File: src/rtl/cam_pkg.sv
// Shared types and pixel conversion for the camera capture engine.
// The conversion helper takes bytes in high/low order; the caller resolves byte order.
package cam_pkg;

    typedef enum logic [1:0] {
        ST_IDLE,
        ST_WAIT_FRM,
        ST_LINE,
        ST_DONE
    } cam_state_t;

    localparam int PIX_FMT_RGB565 = 0;
    localparam int PIX_FMT_RGB444 = 1;

    // hi_byte/lo_byte are the high and low halves of the 16-bit camera pixel.
    function automatic logic [7:0] rgb_to_332(input logic [7:0] hi_byte,
                                              input logic [7:0] lo_byte,
                                              input int         fmt);
        logic [7:0] pix;
        if (fmt == PIX_FMT_RGB444) begin
            pix = {hi_byte[3:1], lo_byte[7:5], lo_byte[3:2]};
        end else begin
            pix = {hi_byte[7:5], hi_byte[2:0], lo_byte[4:3]};
        end
        return pix;
    endfunction

endpackage

File: src/rtl/cam_sync_edge.sv
// N-stage synchroniser for one camera control line, with rise/fall strobes
// taken from the last synchronised stage.
module cam_sync_edge
    import cam_pkg::*;
#(
    parameter int STAGES = 2
) (
    input  logic clk,
    input  logic srst,
    input  logic din,
    output logic q,
    output logic rise,
    output logic fall
);

    logic [STAGES-1:0] sync_reg;
    logic              q_prev_reg;

    always_ff @(posedge clk) begin
        if (srst) begin
            sync_reg   <= '0;
            q_prev_reg <= 1'b0;
        end else begin
            sync_reg   <= {sync_reg[STAGES-2:0], din};
            q_prev_reg <= sync_reg[STAGES-1];
        end
    end

    assign q    = sync_reg[STAGES-1];
    assign rise = sync_reg[STAGES-1] & ~q_prev_reg;
    assign fall = ~sync_reg[STAGES-1] & q_prev_reg;

endmodule

File: src/rtl/cam_frame_capture.sv
// OV7670-style capture engine: samples the camera bus in the system clock domain,
// packs byte pairs into RGB332 and emits framebuffer writes with frame bookkeeping.
module cam_frame_capture
    import cam_pkg::*;
#(
    parameter int IMG_W       = 176,
    parameter int IMG_H       = 144,
    parameter int ADDR_W      = 15,
    parameter int SYNC_STAGES = 2,
    parameter int PIX_FMT     = 0,
    parameter int BYTE_SWAP   = 0
) (
    input  logic              CLK,
    input  logic              RESET,
    input  logic              CAM_PCLK,
    input  logic              CAM_HREF,
    input  logic              CAM_VSYNC,
    input  logic [7:0]        CAM_D,
    input  logic              CAPTURE_EN,
    output logic [ADDR_W-1:0] W_ADDR,
    output logic [7:0]        W_DATA,
    output logic              W_EN,
    output logic              FRAME_DONE,
    output logic [7:0]        FRAME_CNT,
    output logic              LINE_ERR,
    output logic              BUSY
);

    localparam int XW = $clog2(IMG_W + 1);
    localparam int YW = $clog2(IMG_H + 1);

    // Control lines: bit 0 = PCLK, bit 1 = HREF, bit 2 = VSYNC.
    logic [2:0] ctl_raw, ctl_q, ctl_rise, ctl_fall;
    assign ctl_raw = {CAM_VSYNC, CAM_HREF, CAM_PCLK};

    for (genvar gi = 0; gi < 3; gi++) begin : g_sync
        cam_sync_edge #(
            .STAGES(SYNC_STAGES)
        ) u_sync (
            .clk (CLK),
            .srst(RESET),
            .din (ctl_raw[gi]),
            .q   (ctl_q[gi]),
            .rise(ctl_rise[gi]),
            .fall(ctl_fall[gi])
        );
    end

    // Data byte gets the same delay so it lines up with the synced PCLK edge.
    logic [7:0] d_pipe_reg [SYNC_STAGES];

    always_ff @(posedge CLK) begin
        if (RESET) begin
            for (int i = 0; i < SYNC_STAGES; i++) d_pipe_reg[i] <= '0;
        end else begin
            d_pipe_reg[0] <= CAM_D;
            for (int i = 1; i < SYNC_STAGES; i++) d_pipe_reg[i] <= d_pipe_reg[i-1];
        end
    end

    logic [7:0] d_sync;
    logic       pclk_rise, href_lvl, href_fall, vs_rise, vs_fall;
    logic       unused_ctl;

    assign d_sync     = d_pipe_reg[SYNC_STAGES-1];
    assign pclk_rise  = ctl_rise[0];
    assign href_lvl   = ctl_q[1];
    assign href_fall  = ctl_fall[1];
    assign vs_rise    = ctl_rise[2];
    assign vs_fall    = ctl_fall[2];
    assign unused_ctl = ^{ctl_q[0], ctl_q[2], ctl_fall[0], ctl_rise[1]};

    cam_state_t        state_reg, state_next;
    logic [XW-1:0]     x_reg;
    logic [YW-1:0]     y_reg;
    logic [ADDR_W-1:0] base_reg;
    logic              phase_lo_reg;
    logic [7:0]        byte0_reg;
    logic              w_en_reg;
    logic [ADDR_W-1:0] w_addr_reg;
    logic [7:0]        w_data_reg;
    logic [7:0]        frame_cnt_reg;
    logic              line_err_reg;

    always_comb begin
        state_next = state_reg;
        FRAME_DONE = 1'b0;
        BUSY       = 1'b0;
        case (state_reg)
            ST_IDLE: begin
                if (CAPTURE_EN) state_next = ST_WAIT_FRM;
            end
            ST_WAIT_FRM: begin
                if (vs_fall) state_next = ST_LINE;
            end
            ST_LINE: begin
                BUSY = 1'b1;
                if (vs_rise) state_next = ST_DONE;
            end
            ST_DONE: begin
                FRAME_DONE = 1'b1;
                state_next = CAPTURE_EN ? ST_WAIT_FRM : ST_IDLE;
            end
            default: state_next = ST_IDLE;
        endcase
    end

    // End of frame takes priority over any line or pixel event in the same cycle.
    logic       line_active;
    logic       in_bounds;
    logic [7:0] hi_byte, lo_byte, pix_next;

    assign line_active = (state_reg == ST_LINE) && !vs_rise;
    assign in_bounds   = (x_reg < XW'(IMG_W)) && (y_reg < YW'(IMG_H));
    assign hi_byte     = (BYTE_SWAP != 0) ? d_sync : byte0_reg;
    assign lo_byte     = (BYTE_SWAP != 0) ? byte0_reg : d_sync;
    assign pix_next    = rgb_to_332(hi_byte, lo_byte, PIX_FMT);

    always_ff @(posedge CLK) begin
        if (RESET) begin
            state_reg     <= ST_IDLE;
            x_reg         <= '0;
            y_reg         <= '0;
            base_reg      <= '0;
            phase_lo_reg  <= 1'b0;
            byte0_reg     <= '0;
            w_en_reg      <= 1'b0;
            w_addr_reg    <= '0;
            w_data_reg    <= '0;
            frame_cnt_reg <= '0;
            line_err_reg  <= 1'b0;
        end else begin
            state_reg <= state_next;
            w_en_reg  <= 1'b0;

            if (state_reg == ST_WAIT_FRM && vs_fall) begin
                x_reg        <= '0;
                y_reg        <= '0;
                base_reg     <= '0;
                phase_lo_reg <= 1'b0;
            end

            if (state_reg == ST_LINE && vs_rise) begin
                frame_cnt_reg <= frame_cnt_reg + 8'd1;
            end

            if (line_active) begin
                if (href_fall) begin
                    if (phase_lo_reg) line_err_reg <= 1'b1;
                    phase_lo_reg <= 1'b0;
                    x_reg        <= '0;
                    // y stops at IMG_H so late lines never alias back into the frame.
                    if (y_reg < YW'(IMG_H)) begin
                        y_reg    <= y_reg + YW'(1);
                        base_reg <= base_reg + ADDR_W'(IMG_W);
                    end
                end else if (pclk_rise && href_lvl) begin
                    if (!phase_lo_reg) begin
                        byte0_reg    <= d_sync;
                        phase_lo_reg <= 1'b1;
                    end else begin
                        phase_lo_reg <= 1'b0;
                        if (in_bounds) begin
                            w_en_reg   <= 1'b1;
                            w_addr_reg <= base_reg + ADDR_W'(x_reg);
                            w_data_reg <= pix_next;
                        end
                        if (x_reg < XW'(IMG_W)) x_reg <= x_reg + XW'(1);
                    end
                end
            end
        end
    end

    assign W_EN      = w_en_reg;
    assign W_ADDR    = w_addr_reg;
    assign W_DATA    = w_data_reg;
    assign FRAME_CNT = frame_cnt_reg;
    assign LINE_ERR  = line_err_reg;

endmodule

File: config.mk
export PLATFORM = sky130hd
export DESIGN_NAME = cam_frame_capture
export DESIGN_NICKNAME = d
export VERILOG_FILES = /design/src/rtl/cam_pkg.sv /design/src/rtl/cam_sync_edge.sv /design/src/rtl/cam_frame_capture.sv
export SDC_FILE = /design/constraint.sdc
export NUM_CORES = 1
export LEC_CHECK = 0
export BUFFER_PORTS_ARGS = -buffer_cell sky130_fd_sc_hd__clkbuf_2
export CAP_MARGIN = 10
export CORE_MARGIN = 2
export CORE_UTILIZATION = 45
export DETAILED_ROUTE_END_ITERATION = 7
export GPL_ROUTABILITY_DRIVEN = 1
export PLACE_DENSITY = 0.74
export SLEW_MARGIN = 20
export SYNTH_ARGS = -nofsm -noshare
export SYNTH_HDL_FRONTEND = slang
export SYNTH_SLANG_ARGS = --single-unit
File: constraint.sdc
create_clock -name CLK -period 2.15 [get_ports CLK]
set_input_delay 0 -clock CLK [delete_from_list [all_inputs] [get_ports CLK]]
set_output_delay 0 -clock CLK [all_outputs]
set_load 0.1 [all_outputs]
==> results of run 1 <==
## final timing paths
kind	slack (ns)	from	endpoint
max	0.06	x_reg[0]	W_ADDR[12]
min	0.07	CAPTURE_EN	state_reg[0]
max reg2reg	0.06	x_reg[0]	W_ADDR[12]
min reg2reg	0.44	d_pipe_reg[0][11]	W_DATA[0]
## timing repair
| action | CTS | global route |
|---|---|---|
| gates resized for setup | 0 | 13 |
| endpoints found under the setup margin | 1 | 6 |
| hold buffers | 11 | 0 |
| pin swaps | 1 | 5 |
| setup buffers | 1 | 0 |
| endpoints found under the hold margin | 11 | 0 |
## cell usage after synthesis (6+ instances only)
master,count
dfxtp_1,98
nor2_1,52
a21oi_1,44
nand2_1,41
nor2b_1,25
ha_1,17
nor3_1,14
inv_1,13
xor2_1,13
clkbuf_1,12
o21ai_0,11
or3_1,11
xnor2_1,11
nand3_1,10
a211oi_1,9
mux2i_1,8
buf_2,6
## routing by layer
metal	vias up	wire length, um	part of all wire, %	GRT usage (%)
met5	-	0	0	0
met4	0	164	1.9	7.38
met1	1608	3930	47	20.9
met2	64	4040	48	29.1
met3	13	286	3.4	3.81
li1	1751	-	-	-
## layout make-up
class | count | area, um2
Timing Repair Buffer | 80 | 533
Inverter | 13 | 48.8
Tap cell | 111 | 139
Clock buffer | 9 | 124
Multi-Input combinational cell | 334 | 2180
Clock inverter | 7 | 70.1
Sequential cell | 98 | 1970
Fill cell | 794 | 4100
## kinds of logic after synthesis
logic type,count (synthesis)
simple gates,189
flops,98
compound gates,95
buf+inv,36
xor+xnor,24
fa+ha+maj,18
mux,8
## power by group
part	internal (mW)	switching, mW
combinational	0.152	0.270
sequential	1.86	0.0322
clock	0.452	0.682
## through the flow
step                hold slack (ns)  setup slack, ns
CTS                          0.0496           0.0139
finish                       0.0680           0.0639
global placement              0.208           0.0374
global route                 0.0555          -0.0273
floorplan                     0.128           0.0135
detailed placement            0.213          -0.0608
## critical path: stages, from the launching register on
cell and delay (ns):
dfxtp_2 0.35, ha_4 0.16, fa_2 0.34, a21o_1 0.18
a221o_1 0.41, a31oi_2 0.23, buf_4 0.14, or3_1 0.09
a311oi_1 0.08
==> results.cfg, run 1 <==
[yosys]
synthXorXnorAreaFrac_pct = 5.01
synth_area_leader_cell = dfxtp_1
syn_nets = 500
synthMuxAreaShare_pct = 1.91
synth_compound_area_share_pct = 14.3
synth.area.top_cells = dfxtp_1 (47%), a21oi_1 (5.3%), ha_1 (5.1%)
yosysUniqueCellTypes = 55
synth_top_cell_area_share_pct = 46.8
yosysSeqAreaShare_pct = 46.8
synth_area_um2 = 4190
postSynthAreaPerCell_um2 = 8.96
async_reset_ff_share_pct = 0
synth-seq-cells = 98
synth-edff-count = 0
synth_fa_ha_area_share_pct = 5.55
synth-simple-area-share_pct = 22.8
ys.flop_type = dfxtp_1
synth_top_family_by_area = simple AND/OR/NAND/NOR gates
synth_warnings = 0
synth_cells = 468

[drt]
drt_first_pass_iters = 4
wirelength_mm = 8.42
drc = 0
routedWlPerCell_um = 12.9
drt_iter0_markers = 164
num_vias = 3436
postRouteAntennaNets = 0
viasPerCell = 5.27

[critical_path]
cp_data_arrival_time_ns = 2.33
start_kind = register
end_kind = register
cp.required_ns = 2.39
worst_r2r_path_depth = 8
cp_max_fo = 4
crit_type = reg -> reg

[min_path]
holdPathStages = 3
hp-class = in -> reg

[clock_network]
cts_sinks = 98
cts-buffers-inserted = 9
cts_root_buf = clkbuf_8
worstSkewPairLatency_ns = 0.36
cts_tree = built
cts_buffer_depth = 2
path_clk_slew_ns = 0.10
htreeDepth = 3

[global_routing]
grt_pass1_wl_mm = 14.0
antenna_found_initial = 0
grt_max_degree = 43
grtUsageTotal_pct = 17.1
grt_pass1_vias = 3271
gr-total-overflow = 0

[sta]
slew_headroom_pct = 56.0
maxSlewViolCount = 0
finalCriticalPeriod_ns = 2.09
setup_tns_ns = 0
max_clock_freq_mhz = 479
worstMarginPinSlew_ns = 0.654
setup_violations = 0
skew_ns = 0.0104
period_share_pct = 97.0
rsz0062_at_grt = true
hold_violations = 0

[power_and_ir_drop]
power_density_nw_per_um2 = 681
irDropWorstVdd_mv = 0.436
p_leak_nw = 1.98
total_power_mw = 3.44

[placement]
hpwl_mm = 5.90
post-place-cells = 624
place_congestion = 0.878
io_buffers = 48
placed_area_um2 = 4660

[layout]
nets = 568
fin_area_um2 = 5060
mostFrequentLayoutCells = dfxtp_1 (95), nor2_1 (52), clkbuf_2 (48)
area_delta_synth_final_pct = 20.6
diodes = 0
post_layout_nonfiller_instances = 652
layout-drive-gt1-share_pct = 19.4
largest_reg_flops = 16
mostFrequentLayoutCell = dfxtp_1
fin_util_pct = 55.3

[floorplanning]
die_h_um = 101
boundaryPins = 49
dieArea_um2 = 10100
start_util_pct = 45.8
fp-row-count = 35
core_um2 = 9150
dieWidth_um = 101

[run]
cap_viol_max_count = 0

[outcome]
status = finished, final reports clean
No activity file was read; power rests on OpenSTA's default activity.
==> run 2: changes to the inputs <==
--- a/config.mk
+++ b/config.mk
@@ -11,7 +11,7 @@
 export CORE_UTILIZATION = 45
 export DETAILED_ROUTE_END_ITERATION = 7
 export GPL_ROUTABILITY_DRIVEN = 1
-export PLACE_DENSITY = 0.74
+export PLACE_DENSITY = 0.71
 export SLEW_MARGIN = 20
 export SYNTH_ARGS = -nofsm -noshare
 export SYNTH_HDL_FRONTEND = slang
==> constraint.sdc (replaced) <==
create_clock -name CLK -period 2.5 [get_ports CLK]
set_input_delay 0 -clock CLK [delete_from_list [all_inputs] [get_ports CLK]]
set_output_delay 0 -clock CLK [all_outputs]
set_load 0.1 [all_outputs]
==> results.cfg, run 2 (synthesis results as in run 1) <==
[sta]
finalCriticalPeriod_ns = 2.36
maxSlewViolCount = 0
max_clock_freq_mhz = 425
hold_slack_ns = 0.0306
period_share_pct = 94.2
slew_headroom_pct = 56.4
finalWorstSetupSlack_ns = 0.144
rsz0062_at_grt = false
setup_tns_ns = 0
worstMarginPinSlew_ns = 0.647
hold_violations = 0
skew_ns = 0.0140
setup_violations = 0

[clock_network]
cts_resized = 0
cts-buffers-inserted = 9
worstSkewPairLatency_ns = 0.37
cts_root_buf = clkbuf_8
ctsHoldBuffers = 11
cts_setup_buffers = 0
cts_buffer_depth = 2
cts_tree = built
path_clk_slew_ns = 0.10
cts_sinks = 98
htreeDepth = 3

[floorplanning]
start_util_pct = 45.8
dieArea_um2 = 10100
boundaryPins = 49
dieWidth_um = 101
fp-row-count = 35
die_h_um = 101
core_um2 = 9150

[power_and_ir_drop]
power_density_nw_per_um2 = 611
p_leak_nw = 1.94
irDropWorstVdd_mv = 0.407

[global_routing]
grt_pass1_wl_mm = 14.2
antenna_found_initial = 0
grt_max_degree = 30
grtUsageTotal_pct = 17.5
gr-total-overflow = 0
grt_pass1_vias = 3139

[drt]
viasPerCell = 5.23
drt_iter0_markers = 112
drc = 0
num_vias = 3356
drt_first_pass_iters = 4
wirelength_mm = 8.48
routedWlPerCell_um = 13.2
postRouteAntennaNets = 0

[critical_path]
cp_max_fo = 6
cp.required_ns = 2.78
start_kind = register
end_kind = register
cp_data_arrival_time_ns = 2.64
crit_type = reg -> reg

[placement]
place_congestion = 0.846
post-place-ws_ns = 0.168
hpwl_mm = 6.19
io_buffers = 48

[layout]
final.fill_count = 851
regArea_um2 = 1960
layout-drive-gt1-share_pct = 15.6
mostFrequentLayoutCells = dfxtp_1 (98), nor2_1 (52), clkbuf_2 (48)
nets = 558
diodes = 0
multi_input_area_um2 = 2090
area_delta_synth_final_pct = 16.7
largest_reg_flops = 16
mostFrequentLayoutCell = dfxtp_1

[min_path]
hp-class = in -> reg

[outcome]
status = finished, final reports clean

[run]
cap_viol_max_count = 0
## run 2: metal layers
metal	global-route usage, %	up-vias	part of all wire [%]
met2	28.7	48	48
met4	7.38	0	1.3
li1	-	1728	-
met3	2.91	10	2.6
met1	22.9	1570	48
met5	0	-	0
## run 2: critical path, cell delays in order, from the launching register on
cell and delay [ns]:
dfxtp_1 0.38, ha_1 0.27, fa_1 0.43, a21o_1 0.20, a221o_1 0.37, a31oi_2 0.29, o21ai_1 0.09, a311oi_1 0.26
## run 2: where the power goes
part / internal (mW) / leakage, nW / switching, mW
Clock: 0.397 / 0.103 / 0.622
Combinational: 0.121 / 1.05 / 0.227
Sequential: 1.60 / 0.795 / 0.0240
Total: 2.12 / 1.94 / 0.873
## run 2: final cells by class
| class | instances | share of cell area [%] |
|---|---|---|
| clock buffer | 9 | 2.53 |
| clock inverter | 7 | 1.71 |
| inverter | 13 | 0.998 |
| multi-input combinational | 334 | 42.7 |
| sequential | 98 | 40.1 |
| tap | 111 | 2.84 |
| timing repair buffer | 70 | 9.11 |
## run 2: final timing paths
check              startpoint                to  slack (ns)  cells after the start
max                  x_reg[0]        W_ADDR[12]        0.14                      7
min                     RESET      FRAME_CNT[1]        0.03                      2
max reg2reg          x_reg[0]        W_ADDR[12]        0.14                      7
min reg2reg  d_pipe_reg[0][0]  d_pipe_reg[0][8]        0.44                      1
## run 2: through the flow
| stage | cells | utilization, % | total power, mW | cell area (um2) |
|---|---|---|---|---|
| 3_3_place_gp | 615 | 50.0 | 1.98 | 4570 |
| 4_1_cts | 642 | 53.4 | 3.01 | 4890 |
| 3_5_place_dp | 615 | 50.0 | 1.99 | 4570 |
| 6_report | 642 | 53.4 | 2.99 | 4890 |
| 2_1_floorplan | 468 | - | 1.92 | 4200 |
| 5_1_grt | 642 | 53.4 | 3.12 | 4890 |
